==> config.mk <==
export PLATFORM = sky130hd
export DESIGN_NAME = ttt_move_controller
export DESIGN_NICKNAME = d
export VERILOG_FILES = /design/src/rtl/ttt_move_controller.sv
export SDC_FILE = /design/constraint.sdc
export NUM_CORES = 1
export LEC_CHECK = 0
export ABC_AREA = 1
export BUFFER_PORTS_ARGS = -buffer_cell sky130_fd_sc_hd__buf_2
export CORE_MARGIN = 2
export CORE_UTILIZATION = 62
export CTS_BUF_LIST = sky130_fd_sc_hd__clkbuf_16
export DETAILED_ROUTE_END_ITERATION = 12
export GPL_TIMING_DRIVEN = 0
export HOLD_SLACK_MARGIN = 0.12
export PLACE_DENSITY = 0.87
export SLEW_MARGIN = 20
export SYNTH_ARGS = -nofsm -noshare
export SYNTH_HDL_FRONTEND = slang
export SYNTH_SLANG_ARGS = --single-unit
==> constraint.sdc <==
create_clock -name i_clk -period 4.1 [get_ports i_clk]
set_input_delay 0.205 -clock i_clk [delete_from_list [all_inputs] [get_ports i_clk]]
set_output_delay 0.205 -clock i_clk [all_outputs]
set_load 0.03 [all_outputs]
==> src/rtl/ttt_move_controller.sv <==
// Tic-tac-toe sequencer: debounces move requests, checks legality, commits, scores win/draw.
// Commit visible 1 cycle after CHECK and result 2 cycles after; requests arriving while busy wait in a 1-deep pending slot.
module ttt_move_controller #(
    parameter int         STABLE_CYCLES = 2,
    parameter logic [1:0] FIRST_PLAYER  = 2'b01
) (
    input  logic       i_clk,
    input  logic       i_rst_n,
    input  logic       i_move_en,
    input  logic [1:0] i_move_player,
    input  logic [3:0] i_move_cell,
    input  logic       i_new_game,
    output logic [8:0] o_board_p1,
    output logic [8:0] o_board_p2,
    output logic [1:0] o_turn,
    output logic       o_move_ok,
    output logic       o_move_bad,
    output logic       o_busy,
    output logic       o_game_over,
    output logic [1:0] o_winner,
    output logic [2:0] o_win_line,
    output logic [2:0] o_score_p1,
    output logic [2:0] o_score_p2
);

    localparam int CW = (STABLE_CYCLES > 1) ? $clog2(STABLE_CYCLES) : 1;
    localparam logic [CW-1:0] CNT_MAX = CW'(STABLE_CYCLES - 1);

    // Line masks, index 7 first: bit i-1 represents cell i.
    localparam logic [7:0][8:0] LINES = {
        9'b001010100, 9'b100010001, 9'b100100100, 9'b010010010,
        9'b001001001, 9'b111000000, 9'b000111000, 9'b000000111
    };

    typedef enum logic [1:0] {S_IDLE, S_CHECK, S_EVAL, S_OVER} state_t;

    state_t          r_state, w_state_nxt;
    logic [5:0]      r_prev_tuple;
    logic            r_prev_en;
    logic [CW-1:0]   r_cnt;
    logic            r_fired;
    logic            r_pend;
    logic [1:0]      r_pend_player, r_cur_player;
    logic [3:0]      r_pend_cell, r_cur_cell;
    logic [8:0]      r_board_p1, r_board_p2;
    logic [1:0]      r_turn, r_next_first, r_winner;
    logic            r_move_ok, r_move_bad, r_game_over;
    logic [2:0]      r_win_line, r_score_p1, r_score_p2;

    logic [5:0]      w_tuple;
    logic            w_same, w_qual;
    logic [CW-1:0]   w_cnt_nxt;
    logic [8:0]      w_cell_mask, w_mover_board;
    logic            w_legal, w_win, w_full;
    logic [2:0]      w_win_idx;

    // Qualifier: a tuple fires once per continuous hold.
    assign w_tuple   = {i_move_player, i_move_cell};
    assign w_same    = i_move_en & r_prev_en & (w_tuple == r_prev_tuple);
    assign w_cnt_nxt = !w_same ? '0 : ((r_cnt == CNT_MAX) ? r_cnt : r_cnt + CW'(1));
    assign w_qual    = i_move_en & ~(w_same & r_fired) & (w_cnt_nxt == CNT_MAX);

    always_ff @(posedge i_clk or negedge i_rst_n) begin
        if (!i_rst_n) begin
            r_prev_tuple <= '0;
            r_prev_en    <= 1'b0;
            r_cnt        <= '0;
            r_fired      <= 1'b0;
        end else begin
            r_prev_tuple <= w_tuple;
            r_prev_en    <= i_move_en;
            r_cnt        <= w_cnt_nxt;
            r_fired      <= i_move_en & ((w_same & r_fired) | w_qual);
        end
    end

    // A fresh qualification beats consumption, so an overlapping request is never lost.
    always_ff @(posedge i_clk or negedge i_rst_n) begin
        if (!i_rst_n) begin
            r_pend        <= 1'b0;
            r_pend_player <= 2'b00;
            r_pend_cell   <= 4'd0;
        end else if (i_new_game) begin
            r_pend <= 1'b0;
        end else if (w_qual) begin
            r_pend        <= 1'b1;
            r_pend_player <= i_move_player;
            r_pend_cell   <= i_move_cell;
        end else if (r_state == S_IDLE || r_state == S_OVER) begin
            r_pend <= 1'b0;
        end
    end

    always_comb begin
        w_cell_mask = '0;
        if (r_cur_cell >= 4'd1 && r_cur_cell <= 4'd9)
            w_cell_mask = 9'(1) << (r_cur_cell - 4'd1);
        w_legal = (r_cur_player == r_turn) && (w_cell_mask != '0) &&
                  (((r_board_p1 | r_board_p2) & w_cell_mask) == '0);

        w_mover_board = (r_cur_player == 2'b01) ? r_board_p1 : r_board_p2;
        w_win     = 1'b0;
        w_win_idx = 3'd0;
        for (int i = 7; i >= 0; i--) begin
            if ((w_mover_board & LINES[i]) == LINES[i]) begin
                w_win     = 1'b1;
                w_win_idx = 3'(i);
            end
        end
        w_full = &(r_board_p1 | r_board_p2);
    end

    always_ff @(posedge i_clk or negedge i_rst_n) begin
        if (!i_rst_n) r_state <= S_IDLE;
        else          r_state <= w_state_nxt;
    end

    always_comb begin
        w_state_nxt = r_state;
        o_busy      = 1'b0;
        case (r_state)
            S_IDLE:  if (r_pend) w_state_nxt = S_CHECK;
            S_CHECK: begin
                o_busy      = 1'b1;
                w_state_nxt = w_legal ? S_EVAL : S_IDLE;
            end
            S_EVAL: begin
                o_busy      = 1'b1;
                w_state_nxt = (w_win || w_full) ? S_OVER : S_IDLE;
            end
            S_OVER:  w_state_nxt = S_OVER;
            default: w_state_nxt = S_IDLE;
        endcase
        if (i_new_game) w_state_nxt = S_IDLE;
    end

    always_ff @(posedge i_clk or negedge i_rst_n) begin
        if (!i_rst_n) begin
            r_board_p1   <= '0;
            r_board_p2   <= '0;
            r_turn       <= FIRST_PLAYER;
            r_next_first <= FIRST_PLAYER;
            r_winner     <= 2'b00;
            r_win_line   <= 3'd0;
            r_game_over  <= 1'b0;
            r_move_ok    <= 1'b0;
            r_move_bad   <= 1'b0;
            r_score_p1   <= 3'd0;
            r_score_p2   <= 3'd0;
            r_cur_player <= 2'b00;
            r_cur_cell   <= 4'd0;
        end else begin
            r_move_ok  <= 1'b0;
            r_move_bad <= 1'b0;
            if (i_new_game) begin
                r_board_p1   <= '0;
                r_board_p2   <= '0;
                r_winner     <= 2'b00;
                r_win_line   <= 3'd0;
                r_game_over  <= 1'b0;
                r_next_first <= r_next_first ^ 2'b11;
                r_turn       <= r_next_first ^ 2'b11;
            end else begin
                case (r_state)
                    S_IDLE: if (r_pend) begin
                        r_cur_player <= r_pend_player;
                        r_cur_cell   <= r_pend_cell;
                    end
                    S_CHECK: if (w_legal) begin
                        if (r_cur_player == 2'b01) r_board_p1 <= r_board_p1 | w_cell_mask;
                        else                       r_board_p2 <= r_board_p2 | w_cell_mask;
                        r_move_ok <= 1'b1;
                    end else begin
                        r_move_bad <= 1'b1;
                    end
                    S_EVAL: if (w_win) begin
                        r_winner    <= r_cur_player;
                        r_win_line  <= w_win_idx;
                        r_game_over <= 1'b1;
                        if (r_cur_player == 2'b01 && r_score_p1 != 3'd7) r_score_p1 <= r_score_p1 + 3'd1;
                        if (r_cur_player == 2'b10 && r_score_p2 != 3'd7) r_score_p2 <= r_score_p2 + 3'd1;
                    end else if (w_full) begin
                        r_winner    <= 2'b11;
                        r_game_over <= 1'b1;
                    end else begin
                        r_turn <= r_turn ^ 2'b11;
                    end
                    default: ;
                endcase
            end
        end
    end

    assign o_board_p1  = r_board_p1;
    assign o_board_p2  = r_board_p2;
    assign o_turn      = r_turn;
    assign o_move_ok   = r_move_ok;
    assign o_move_bad  = r_move_bad;
    assign o_game_over = r_game_over;
    assign o_winner    = r_winner;
    assign o_win_line  = r_win_line;
    assign o_score_p1  = r_score_p1;
    assign o_score_p2  = r_score_p2;

endmodule
==> metrics.md <==
| Metric | Value |
|---|---|
| Remaining Overflow, GRT | 0 |
| Total CTS buffers | 9 |
| Post-synth EDFFs | 0 |
| DRC errors left | 0 |
| Crit path kind | reg -> reg |
| Syn_nets | ~450 |
| Die H | a little under 80 um |
| Critical Path AT | 2.61 ns |
| Seq/Total Area, Yosys | 44.4% |
| Hold WC Path Type | in -> reg |
| #FFs+latches synth | roughly 60 |
| Final core utilization | ~78% |
| Core Box Area | between 5000 and 6000 sq um |
| Tcrit/Tclk final | 58.4% |
| Final setup margin | 1.70 ns |
| Worst vdd ir | between 0.2 and 0.3 mV |
| Worst flop-to-flop path startpoint | r_cur_cell[1]$_DFFE_PN0P_ |
| Critical path fanouts, max | 10 |
| Nets | between 500 and 600 |
| Worst Skew | between 0.005 and 0.006 ns |
| DR WL/cell | roughly 15 um |
| # hold bufs at CTS | 8 |
| GRT Overall Usage | 30.1% |
| Post-Route WL | approximately 8.3 mm |
| CTS Root Cell | clkbuf_16 |
| Clk sinks | slightly below 60 |
| Pwr/cell area | between 300 and 400 nW/um^2 |
| Share of cells above drive strength 1 | about a fifth |
| Fillers | around 380 |
| Netlist Area Pre-Place | 3330 sq um |
| Top_reg_cell synth | dfrtp_1 |
| Yosys warns | 0 |
| Setup violations, final | 0 |
| Post_cts resized | 0 |
| Hold path depth | 4 |
| Via/cell ratio | approximately 5.6 |
| Final setup TNS | 0 ns |
| Crit path required time | between 4 and 5 ns |
| Final hold vios | 0 |
| First-pass GRT wire length | around 14 mm |
| Die Area | 5980 sq um |
| CTS tree | done |
| Largest net degree at the start of global routing | 60 |
| Clock Path Buffers | 2 |
| Leakage | ~2.2 nW |
| Relative slew slack | roughly 35% |
| Status | complete, no violations |
| R2R cell count | 13 |
| GPL Wtd Cong | about 0.93 |
| Slew Limit Fails | 0 |
| IO buf count | between 40 and 50 |
| Non-Filler Instances | roughly 570 |
| RSZ-0062 raised after global routing | false |
| Row cnt | 26 |
| Total iterations of the first detailed-routing run | 5 |
| Post-Syn Area per Cell | 7.77 sq um |
| # IOs | 45 |
| CTS H-tree depth | 3 |
| Post-route ant nets | 0 |
| Worst hold slack | roughly 0.36 ns |
| Placed insts | between 500 and 600 |
| Max-Cap Viols | 0 |
| Fmax | approximately 0.42 GHz |
| Fin crit period | between 2 and 2.5 ns |
| Critical path launch point type | flip-flop |
| Mapped Cells | about 430 |
| Post-synthesis cell type count | 40 |
| Worst-margin pin slew | 0.974 ns |
| Fraction of registers with async set/reset | 100% |
| Worst R2R End | o_board_p1[7]$_DFFE_PN0P_ |
| Worst reg2reg setup slack | roughly 1.7 ns |
| Pre-CTS setup slack | 1.75 ns |
| Clock transition at path regs | 0.05 ns |
| DP HPWL | between 5 and 6 mm |
| Die width | about 77 um |
| CP Capture Type | flip-flop |
| Postcts setup bufs | 0 |
| Vias in the first global route | roughly 3.1k |
| Number of antenna violations at the first check in global routing | 0 |
| Ant diodes | 0 |
| Initial DRC count | 327 |
| Initial core utilization | ~65% |
| Routed vias | between 3k and 4k |
| WHS Endpoint | r_next_first[0]$_DFFE_PN1P_ |
| Area growth syn-to-layout | 20.1% |
| Hold_sp | i_new_game |
| Worst-skew pair later-pin latency | ~0.33 ns |
## cell families after synthesis
kind of cell / share of synthesized area [%]
and+or+nand+nor: 33.6
DFF: 44.4
AOI/OAI and AO/OA: 10.1
buffers and inverters: 7.17
adders and majority gates: 3.75
xor gates and xnor gates: 1.05
## where the power goes
part	switching, W	internal [W]	leakage [nW]	total (W)
Combinational	0.000116	0.0000522	1.25	0.000168
Sequential	0.0000214	0.000611	0.763	0.000632
Clock	0.000254	0.000461	0.138	0.000715
Total	0.000392	0.00112	2.15	0.00152
## stage by stage
stage          cell area, sq um  total power, W
2_1_floorplan              3330        0.000746
6_report                   4000         0.00152
3_3_place_gp               3640        0.000793
5_1_grt                    4000         0.00156
4_1_cts                    4000         0.00152
3_5_place_dp               3640        0.000800
## area by class of cell
type	instances	area (sq um)	area share (%)
flip-flops and latches	59	1480	36.9
repair buffers	51	298	7.44
multi-input cells	313	1620	40.4
inverters	46	173	4.31
clock buffers	9	225	5.63
well taps	70	87.6	2.19
plain buffers	11	66.3	1.66
clock inverters	7	58.8	1.47
## cell usage after synthesis, types with 4 or more instances
cell type  instances  area, sq um
inv_1             41          154
ha_1              10          125
nand3_1           46          230
a21oi_1           31          155
o21ai_0            6         30.0
nand4_1            8         50.1
nor2_1            38          143
nand2_4            4         45.0
dfrtp_1           57         1430
inv_2              4         15.0
nand2_2            6         37.5
nand2_1          119          447
clkbuf_1           6         22.5
o21ai_2            5         43.8
o21ai_1            7         35.0
## routing by layer
metal / vias to the layer above / GRT usage [%] / routed length [um] / share of wire, %
li1: 1520 / - / - / -
met5: - / 0 / 0 / 0
met1: 1470 / 36.9 / 3270 / 39
met3: 25 / 5.18 / 606 / 7.3
met4: 0 / 14.6 / 198 / 2.4
met2: 174 / 51.1 / 4260 / 51
## state kept, by name, indices dropped and copies added (netlist names), 2 cells and up
register       count
o_board_p1         9
o_board_p2         9
o_score_p1         3
o_score_p2         3
o_turn             2
o_win_line         3
o_winner           2
r_cur_cell         4
r_cur_player       2
r_next_first       2
r_pend_cell        4
r_pend_player      2
r_prev_tuple       6
r_state            2
## critical path: stages, from the launching register on
cell      delay [ns]
dfrtp_1         0.47
nor2_2          0.10
ha_1            0.38
inv_1           0.10
nand4_1         0.14
or2_0           0.15
nand2_1         0.06
nor2_1          0.10
nand3_1         0.16
o21bai_2        0.17
buf_6           0.18
nand2_4         0.11
nand2_1         0.11
nand2_1         0.05
## how the worst max path moves through the flow
| stage | end | startpoint | slack [ns] | cells after the start |
|---|---|---|---|---|
| after floorplan | o_board_p1[2]$_DFFE_PN0P_ | r_cur_cell[0]$_DFFE_PN0P_ | 2.08 | 14 |
| after global placement | o_board_p1[3]$_DFFE_PN0P_ | r_cur_cell[1]$_DFFE_PN0P_ | 1.81 | 13 |
| after detailed placement | o_board_p1[5]$_DFFE_PN0P_ | r_cur_cell[1]$_DFFE_PN0P_ | 1.75 | 13 |
| after CTS | o_board_p1[1]$_DFFE_PN0P_ | r_cur_cell[1]$_DFFE_PN0P_ | 1.71 | 13 |
| after global routing | o_board_p1[2]$_DFFE_PN0P_ | r_cur_cell[0]$_DFFE_PN0P_ | 1.47 | 14 |
| final | o_board_p1[7]$_DFFE_PN0P_ | r_cur_cell[1]$_DFFE_PN0P_ | 1.70 | 13 |
## cell usage in the layout, fill, tap and decap left out, types with 4 or more instances in the layout
cell | Yosys | final
clkbuf_1 | 6 | 6
inv_2 | 4 | 4
clkbuf_16 | 0 | 9
nand3_1 | 46 | 46
nand2_4 | 4 | 4
o21ai_1 | 7 | 7
a21oi_1 | 31 | 31
nor2_1 | 38 | 38
ha_1 | 10 | 10
inv_1 | 41 | 41
dlygate4sd3_1 | 0 | 8
clkinv_1 | 1 | 4
o21ai_0 | 6 | 6
dfrtp_1 | 57 | 57
buf_2 | 2 | 44
o21ai_2 | 5 | 5
nand2_1 | 119 | 119
nand2_2 | 6 | 6
nand4_1 | 8 | 8
Power figures use the tool's default switching activity.
